File: config.mk
export PLATFORM = sky130hd
export DESIGN_NAME = fb_write_arbiter
export DESIGN_NICKNAME = d
export VERILOG_FILES = /design/src/rtl/fb_write_arbiter.sv
export SDC_FILE = /design/constraint.sdc
export NUM_CORES = 1
export LEC_CHECK = 0
export ABC_AREA = 0
export CAP_MARGIN = 20
export CORE_UTILIZATION = 35
export CTS_CLUSTER_SIZE = 25
export DETAILED_ROUTE_END_ITERATION = 12
export PLACE_DENSITY_LB_ADDON = 0.08
export SYNTH_ARGS = -nofsm -noshare
export SYNTH_HDL_FRONTEND = slang
export SYNTH_SLANG_ARGS = --single-unit
File: constraint.sdc
create_clock -name clk -period 8.05 [get_ports clk]
set_input_delay 1.61 -clock clk [delete_from_list [all_inputs] [get_ports clk]]
set_output_delay 1.61 -clock clk [all_outputs]
set_load 0.1 [all_outputs]
File: src/rtl/fb_write_arbiter.sv
// Round-robin arbiter sharing one framebuffer write port between N_REQ pixel engines,
// with a registered output stage, active-area range check and a raster-order clear sequencer.
module fb_write_arbiter #(
    parameter int unsigned N_REQ    = 4,
    parameter int unsigned X_W      = 10,
    parameter int unsigned Y_W      = 10,
    parameter int unsigned RGB_W    = 8,
    parameter int unsigned H_ACTIVE = 640,
    parameter int unsigned V_ACTIVE = 480
) (
    input  logic                               clk,
    input  logic                               reset_n,
    input  logic [N_REQ-1:0]                   req_valid,
    output logic [N_REQ-1:0]                   req_ready,
    input  logic [N_REQ*(X_W+Y_W+RGB_W)-1:0]   req_data,
    input  logic                               clear_start,
    input  logic [RGB_W-1:0]                   clear_rgb,
    output logic                               clear_busy,
    output logic                               fb_write,
    input  logic                               fb_wr_ready,
    output logic [X_W-1:0]                     fb_pix_x,
    output logic [Y_W-1:0]                     fb_pix_y,
    output logic [RGB_W-1:0]                   fb_wrgb,
    output logic [31:0]                        wr_count,
    output logic [15:0]                        drop_count
);

    localparam int unsigned D     = X_W + Y_W + RGB_W;
    localparam int unsigned PTR_W = $clog2(N_REQ);

    localparam logic [X_W-1:0]   X_LIM  = X_W'(H_ACTIVE);
    localparam logic [Y_W-1:0]   Y_LIM  = Y_W'(V_ACTIVE);
    localparam logic [X_W-1:0]   X_LAST = X_W'(H_ACTIVE - 1);
    localparam logic [Y_W-1:0]   Y_LAST = Y_W'(V_ACTIVE - 1);
    localparam logic [PTR_W-1:0] RR_LAST = PTR_W'(N_REQ - 1);

    typedef enum logic [1:0] {StArb, StDrain, StClear} state_e;

    state_e             state_q, state_d;
    logic [PTR_W-1:0]   rr_q, rr_d;
    logic [RGB_W-1:0]   clr_rgb_q, clr_rgb_d;
    logic [X_W-1:0]     cx_q, cx_d;
    logic [Y_W-1:0]     cy_q, cy_d;

    logic               fb_write_d;
    logic [X_W-1:0]     fb_pix_x_d;
    logic [Y_W-1:0]     fb_pix_y_d;
    logic [RGB_W-1:0]   fb_wrgb_d;
    logic [31:0]        wr_count_d;
    logic [15:0]        drop_count_d;

    logic               slot_free;
    logic               grant_found;
    logic [PTR_W-1:0]   grant_idx;
    logic [PTR_W:0]     cand;
    logic [D-1:0]       sel;
    logic [X_W-1:0]     sel_x;
    logic [Y_W-1:0]     sel_y;
    logic [RGB_W-1:0]   sel_rgb;
    logic               accept;
    logic               load;
    logic               drop;
    logic [X_W-1:0]     load_x;
    logic [Y_W-1:0]     load_y;
    logic [RGB_W-1:0]   load_rgb;

    assign slot_free  = !fb_write || fb_wr_ready;
    assign clear_busy = (state_q != StArb);

    // Rotating priority search starting at rr_q; depends only on req_valid.
    always_comb begin
        grant_found = 1'b0;
        grant_idx   = '0;
        cand        = '0;
        for (int unsigned k = 0; k < N_REQ; k++) begin
            cand = {1'b0, rr_q} + (PTR_W+1)'(k);
            if (cand >= (PTR_W+1)'(N_REQ)) begin
                cand = cand - (PTR_W+1)'(N_REQ);
            end
            if (!grant_found && req_valid[cand[PTR_W-1:0]]) begin
                grant_found = 1'b1;
                grant_idx   = cand[PTR_W-1:0];
            end
        end
    end

    assign sel     = req_data[grant_idx*D +: D];
    assign sel_x   = sel[D-1 -: X_W];
    assign sel_y   = sel[RGB_W +: Y_W];
    assign sel_rgb = sel[RGB_W-1:0];
    assign accept  = (state_q == StArb) && grant_found && slot_free;

    always_comb begin
        state_d   = state_q;
        rr_d      = rr_q;
        clr_rgb_d = clr_rgb_q;
        cx_d      = cx_q;
        cy_d      = cy_q;
        load      = 1'b0;
        drop      = 1'b0;
        load_x    = sel_x;
        load_y    = sel_y;
        load_rgb  = sel_rgb;
        req_ready = '0;
        case (state_q)
            StArb: begin
                if (accept) begin
                    req_ready[grant_idx] = 1'b1;
                    rr_d = (grant_idx == RR_LAST) ? '0 : grant_idx + PTR_W'(1);
                    if (sel_x < X_LIM && sel_y < Y_LIM) begin
                        load = 1'b1;
                    end else begin
                        drop = 1'b1;
                    end
                end
                if (clear_start) begin
                    clr_rgb_d = clear_rgb;
                    state_d   = StDrain;
                end
            end
            StDrain: begin
                if (slot_free) begin
                    state_d = StClear;
                    cx_d    = '0;
                    cy_d    = '0;
                end
            end
            StClear: begin
                if (slot_free) begin
                    load     = 1'b1;
                    load_x   = cx_q;
                    load_y   = cy_q;
                    load_rgb = clr_rgb_q;
                    if (cx_q == X_LAST) begin
                        cx_d = '0;
                        if (cy_q == Y_LAST) begin
                            state_d = StArb;
                        end else begin
                            cy_d = cy_q + Y_W'(1);
                        end
                    end else begin
                        cx_d = cx_q + X_W'(1);
                    end
                end
            end
            default: state_d = StArb;
        endcase
        // Nothing is offered while reset is held.
        if (!reset_n) begin
            req_ready = '0;
        end
    end

    always_comb begin
        fb_write_d   = fb_write && !fb_wr_ready;
        fb_pix_x_d   = fb_pix_x;
        fb_pix_y_d   = fb_pix_y;
        fb_wrgb_d    = fb_wrgb;
        wr_count_d   = wr_count + 32'((fb_write && fb_wr_ready) ? 1 : 0);
        drop_count_d = drop_count;
        if (load) begin
            fb_write_d = 1'b1;
            fb_pix_x_d = load_x;
            fb_pix_y_d = load_y;
            fb_wrgb_d  = load_rgb;
        end
        if (drop && drop_count != 16'hFFFF) begin
            drop_count_d = drop_count + 16'd1;
        end
    end

    always_ff @(posedge clk or negedge reset_n) begin
        if (!reset_n) begin
            state_q    <= StArb;
            rr_q       <= '0;
            clr_rgb_q  <= '0;
            cx_q       <= '0;
            cy_q       <= '0;
            fb_write   <= 1'b0;
            fb_pix_x   <= '0;
            fb_pix_y   <= '0;
            fb_wrgb    <= '0;
            wr_count   <= '0;
            drop_count <= '0;
        end else begin
            state_q    <= state_d;
            rr_q       <= rr_d;
            clr_rgb_q  <= clr_rgb_d;
            cx_q       <= cx_d;
            cy_q       <= cy_d;
            fb_write   <= fb_write_d;
            fb_pix_x   <= fb_pix_x_d;
            fb_pix_y   <= fb_pix_y_d;
            fb_wrgb    <= fb_wrgb_d;
            wr_count   <= wr_count_d;
            drop_count <= drop_count_d;
        end
    end

endmodule

# Word level (Yosys, flattened, before mapping)
# Index checks and enable logic that the tools add are counted.
# W data, S select, Z words.
[op_classes] add_sub_neg=12 n_mul=1 div_mod_pow=0 order_cmp=12 eq_ne=12 shifts=1 muxes=55 bitwise=0 n_reduce_logical=24
[op_table] operator="$shiftx A112 B8 Y28" count=1
[op_table] operator="$mux W10" count=10
[op_table] operator="$pmux W10 S2" count=2
[op_table] operator="$add A32 B1 Y32" count=1
[op_table] operator="$mux W2" count=14
[op_table] operator="$add A10 B1 Y10 const B" count=2
[op_table] operator="$mux W1" count=17
[op_table] operator="$add A16 B1 Y16 const B" count=1
[op_table] operator="$mux W8" count=2
[op_table] operator="$ne A16 B16 Y1 const B" count=1
[op_table] operator="$lt A2 B3 Y1 const B" count=5
[op_table] operator="$mux W4" count=3
[op_table] operator="$ne A2 B2 Y1 const B" count=6
[op_table] operator="$eq A10 B10 Y1 const B" count=1
[op_table] operator="$eq A10 B9 Y1 const B" count=1
[op_table] operator="$logic_and A1 B1 Y1" count=10
[op_table] operator="$lt A10 B10 Y1 const B" count=1
[op_table] operator="$lt A10 B9 Y1 const B" count=1
[op_table] operator="$reduce_and A5 Y1" count=2
[op_table] operator="$ge A3 B3 Y1 const B" count=3
[op_table] operator="$bmux W1 S2" count=4
[op_table] operator="$sub A2 B1 Y2 const B" count=4
[op_table] operator="$add A2 B2 Y3 const B" count=2
[op_table] operator="$pmux W2 S3" count=1
[op_table] operator="15 further kinds" count=22
[word_totals] ff_bits=109 latchBits=0 mem_bits_rw=0 rom_bits=0 inputBits=128 output_inout_bits=82 n_memories=0

# Longest topological paths before layout
[logic_depth] depth_word=22 depth_mapped=14

# Worst setup path before layout
# Ideal clock, no wire load.
[synth_path] path_type="in2out" from="input port req_valid[3]" to="output port req_ready[0]" arrival_ns=3.617 setup_slack_ns=2.823 path_stages=9 cell_sequence="mux2i_1 -> nand2_2 -> and3_1 -> buf_6 -> inv_8 -> buf_6 -> clkbuf_1 -> ha_1 -> and3_1"
[synth_between] elab_chain_len=19 elab_cells_between_ends=32
[synth_rtl] item="start, declared" line_no="13" text="input logic [N_REQ-1:0] req_valid,"
[synth_rtl] item="$bmux W1 S2" line_no="80" text="if (!grant_found && req_valid[cand[PTR_W-1:0]]) begin"
[synth_rtl] item="$mux W1 (implied by the code)" line_no="80"
[synth_rtl] item="$mux W1" line_no="80"
[synth_rtl] item="$logic_not A1 Y1" line_no="80"
[synth_rtl] item="$logic_and A1 B1 Y1" line_no="80"
[synth_rtl] item="$mux W1" line_no="80"
[synth_rtl] item="$logic_not A1 Y1" line_no="80"
[synth_rtl] item="$logic_and A1 B1 Y1" line_no="80"
[synth_rtl] item="[3 not listed]"
[synth_rtl] item="$mux W2" line_no="80"
[synth_rtl] item="$lt A2 B3 Y1 (implied by the code) or $ge A2 B1 Y1 (tied branches)" line_no="108" text="req_ready[grant_idx] = 1'b1;"
[synth_rtl] item="$logic_and A1 B1 Y1 (implied by the code)" line_no="108"
[synth_rtl] item="$mux W1 (implied by the code)" line_no="108"
[synth_rtl] item="$demux W1 S2" line_no="108"
[synth_rtl] item="$mux W4 *" line_no="107" text="if (accept) begin"
[synth_rtl] item="$mux W4 *" line_no="105" text="case (state_q)"
[synth_rtl] item="$mux W4 *" line_no="149" text="if (!reset_n) begin"
[synth_rtl] item="end, declared" line_no="14" text="output logic [N_REQ-1:0] req_ready,"
# Every way passes the cells marked *; elsewhere a longest branch is shown, timed or not. The select of a mux whose other input is x is not followed.

# Worst setup path in the final report
[layout_path] from="input port req_valid[3]" to="output port req_ready[1]"
# Same word-level chain as after synthesis.

==> results.ini <==
[timing]
setup_viol=0
finalClockSkew_ns=0.0128
tns_ns=0
fmax_ghz=0.154
finalCritPeriodShare_pct=80.8
worst_slew_pin_slew_ns=1.04
hold_viol=0
finalCriticalPeriod_ns=6.51
maxSlewViolCount=0
rsz0062_at_grt=no
whs_ns=0.469
relSlewSlack_pct=30.4

[setup_path]
timing.rr.end=fb_pix_y[8]
r2r.worst_path.cells=11
r2r_slack_ns=4.30
r2r_start=rr_q[0]
required_ns=6.44
critPathMostFrequentCell=clkdlybuf4s50_1
cp-end-kind=output pin
cp_max_fo=31
crit_start=req_valid[3]
slowest_stage=clkdlybuf4s50_1
crit_chain=clkdlybuf4s50_1 -> nand2b_1 -> a211o_1 -> nor2b_2 -> buf_4 -> inv_2 -> ha_1 -> and3_1 -> clkdlybuf4s50_1
slowest_delay_ns=1.13
start_kind=input pin
path_class=in -> out
arrival_ns=4.90

[placed_design]
dp_hpwl_mm=14.0
dpl_cell_area_um2=8240
place_inst=1088
io_buffers=209
routabilityCongestion=0.853

[yosys]
netlist_area_um2=6010
syn_inst=691
syn-mean-instance-area_um2=8.70
seq_area_frac_synth_pct=45.4
ys_ff_latch=109
ys.flop_type=dfrtp_1
synthArstFlopShare_pct=100
yosys.area.top_type=dfrtp_1
synth_area_leaders=dfrtp_1 45%, nand3_1 11%, nand2_1 9.1%
syn_nets=828
synth_edf_count=0
ys_warn_count=0
yosys.cell_types.count=52
yosysTopAreaCellShare_pct=45.4

[floorplanning]
die_h_um=133
die_area_um2=17700
rows=47
core_um2=16700
die_w_um=133
boundaryPins=210
start_util_pct=36.0

[clock_tree]
postCtsHoldBufs=0
cts_resized=0
clock-sinks=109
cts_root_buffer=clkbuf_16
cts.clk_slew.worst_paths_ns=0.08
htree_levels=3
cts_made_buffers=9
clockBufferDepth=2
cts_tree=done
postCtsSetupBuffers=0
clk_latency_ns=0.35

[drt]
wl_per_cell_um=16.9
first_pass_iters=5
drc_errors=0
routed_wl_mm=18.6
postRouteAntennaNets=0
vias=5699
viasPerCell=5.16
drtIter0Drc=319

[finish]
register_area_um2=2730
antennaDiodeCount=0
multi_input_area_um2=3060
fin_area_um2=8560
fin_cells=1105
fill_cells=1571
final_net_count=1017
area_growth_pct=42.5
drive_gt1_share_pct=4.97

[power]
total_power_uw=2850
power_density_nw_per_um2=333
irDropWorstVdd_v=0.000276
p_leak_uw=0.00367

[worst_hold_path]
whs_path_depth=1
hp-class=reg -> reg
hold_start=wr_count[31]
hold_path_end=wr_count[31]

[global_routing]
gr-total-overflow=0
grt_pass1_vias=5448
antenna_found_initial=1
grt_pass1_wl_mm=29.8
grt_max_degree=68
track_usage_pct=21.5

[run_status]
status=finished, final reports clean

[run]
max-cap-violations=0

==> sequential cells by signal (all words and copies together), names as in the netlist <==
name and flops:
fb_write 1, state_q 2, clr_rgb_q 8, fb_pix_y 10
fb_pix_x 10, wr_count 32, cy_q 10, fb_wrgb 8
cx_q 10, drop_count 16, rr_q 2
==> where the power goes <==
| part | total [uW] | leakage, uW | internal (uW) | switching [uW] |
|---|---|---|---|---|
| sequential | 772 | 0.00144 | 668 | 104 |
| clock | 461 | 0.000150 | 248 | 213 |
| combinational | 1620 | 0.00208 | 456 | 1160 |
==> per-layer routing <==
layer  part of all wire [%]  vias up  global-route usage, %
met2                     47      206                   34.3
met1                     45     2721                   29.1
met3                    7.2        9                   5.71
met4                   0.68        0                   4.47
met5                      0        -                      0
li1                       -     2763                      -
==> per-stage QoR <==
step,util (%),worst slack [ns]
finish,51.3,1.54
global route,51.3,1.40
CTS,51.2,1.53
global placement,49.3,1.60
floorplan,-,2.82
detailed placement,49.3,1.56
==> synth_stat cells, types with 7 or more instances <==
library cell,n
dfrtp_1,109
inv_1,11
mux2_2,12
nand2_1,145
nand4_1,18
ha_1,9
nor2_1,34
xnor2_1,39
o21ai_0,12
o211ai_1,23
a21oi_1,14
nand3_1,128
buf_2,7
clkbuf_1,22
or3_1,7
xor2_1,15
and3_1,21
==> placed cells by master (no fill, tap or decap), types with 2 or more instances in the layout <==
cell and n:
clkdlybuf4s50_1 208, nand2_1 144, nand3_1 128, dfrtp_1 109
xnor2_1 39, nor2_1 33, o211ai_1 23, and3_1 20
nand4_1 18, xor2_1 15, a21oi_1 14, mux2_2 12
o21ai_0 12, inv_1 11, ha_1 9, clkbuf_16 9
mux2i_1 6, or3_1 6, and2_1 5, nand2b_1 5
nor2b_1 5, buf_4 5, a22o_1 4, nor4_1 3
inv_6 3, nand2_2 2, inv_8 2, a31oi_1 2
nor3_1 2, o221ai_1 2, mux2_1 2
==> worst max path at each step <==
stage,end,slack (ns)
after floorplan,req_ready[0],2.82
after global placement,req_ready[1],1.60
after CTS,req_ready[1],1.53
final,req_ready[1],1.54
after detailed placement,req_ready[0],1.56
after global routing,req_ready[1],1.40
==> worst max-delay path: cells and delay by family <==
| kind | cells | cell delay [ns] |
|---|---|---|
| simple gates | 3 | 0.46 |
| compound gates | 1 | 0.28 |
| buf+inv | 4 | 2.27 |
| fa+ha+maj | 1 | 0.25 |
==> cell type report <==
class | instances | share of cell area (%)
clock buffers | 10 | 2.67
clock inverters | 6 | 0.891
inverters | 13 | 0.658
multi-input cells | 533 | 35.7
flip-flops and latches | 109 | 31.9
well taps | 220 | 3.21
repair buffers | 214 | 25.0
==> cells by family after synthesis <==
logic type	after synthesis	synth area share (%)
and+or+nand+nor	382	29.8
AOI/OAI and AO/OA	68	7.60
buffers and inverters	49	3.89
muxes	20	3.62
xor gates and xnor gates	54	7.87
DFF	109	45.4
adders and majority gates	9	1.87
No activity file was read; power rests on OpenSTA's default activity.
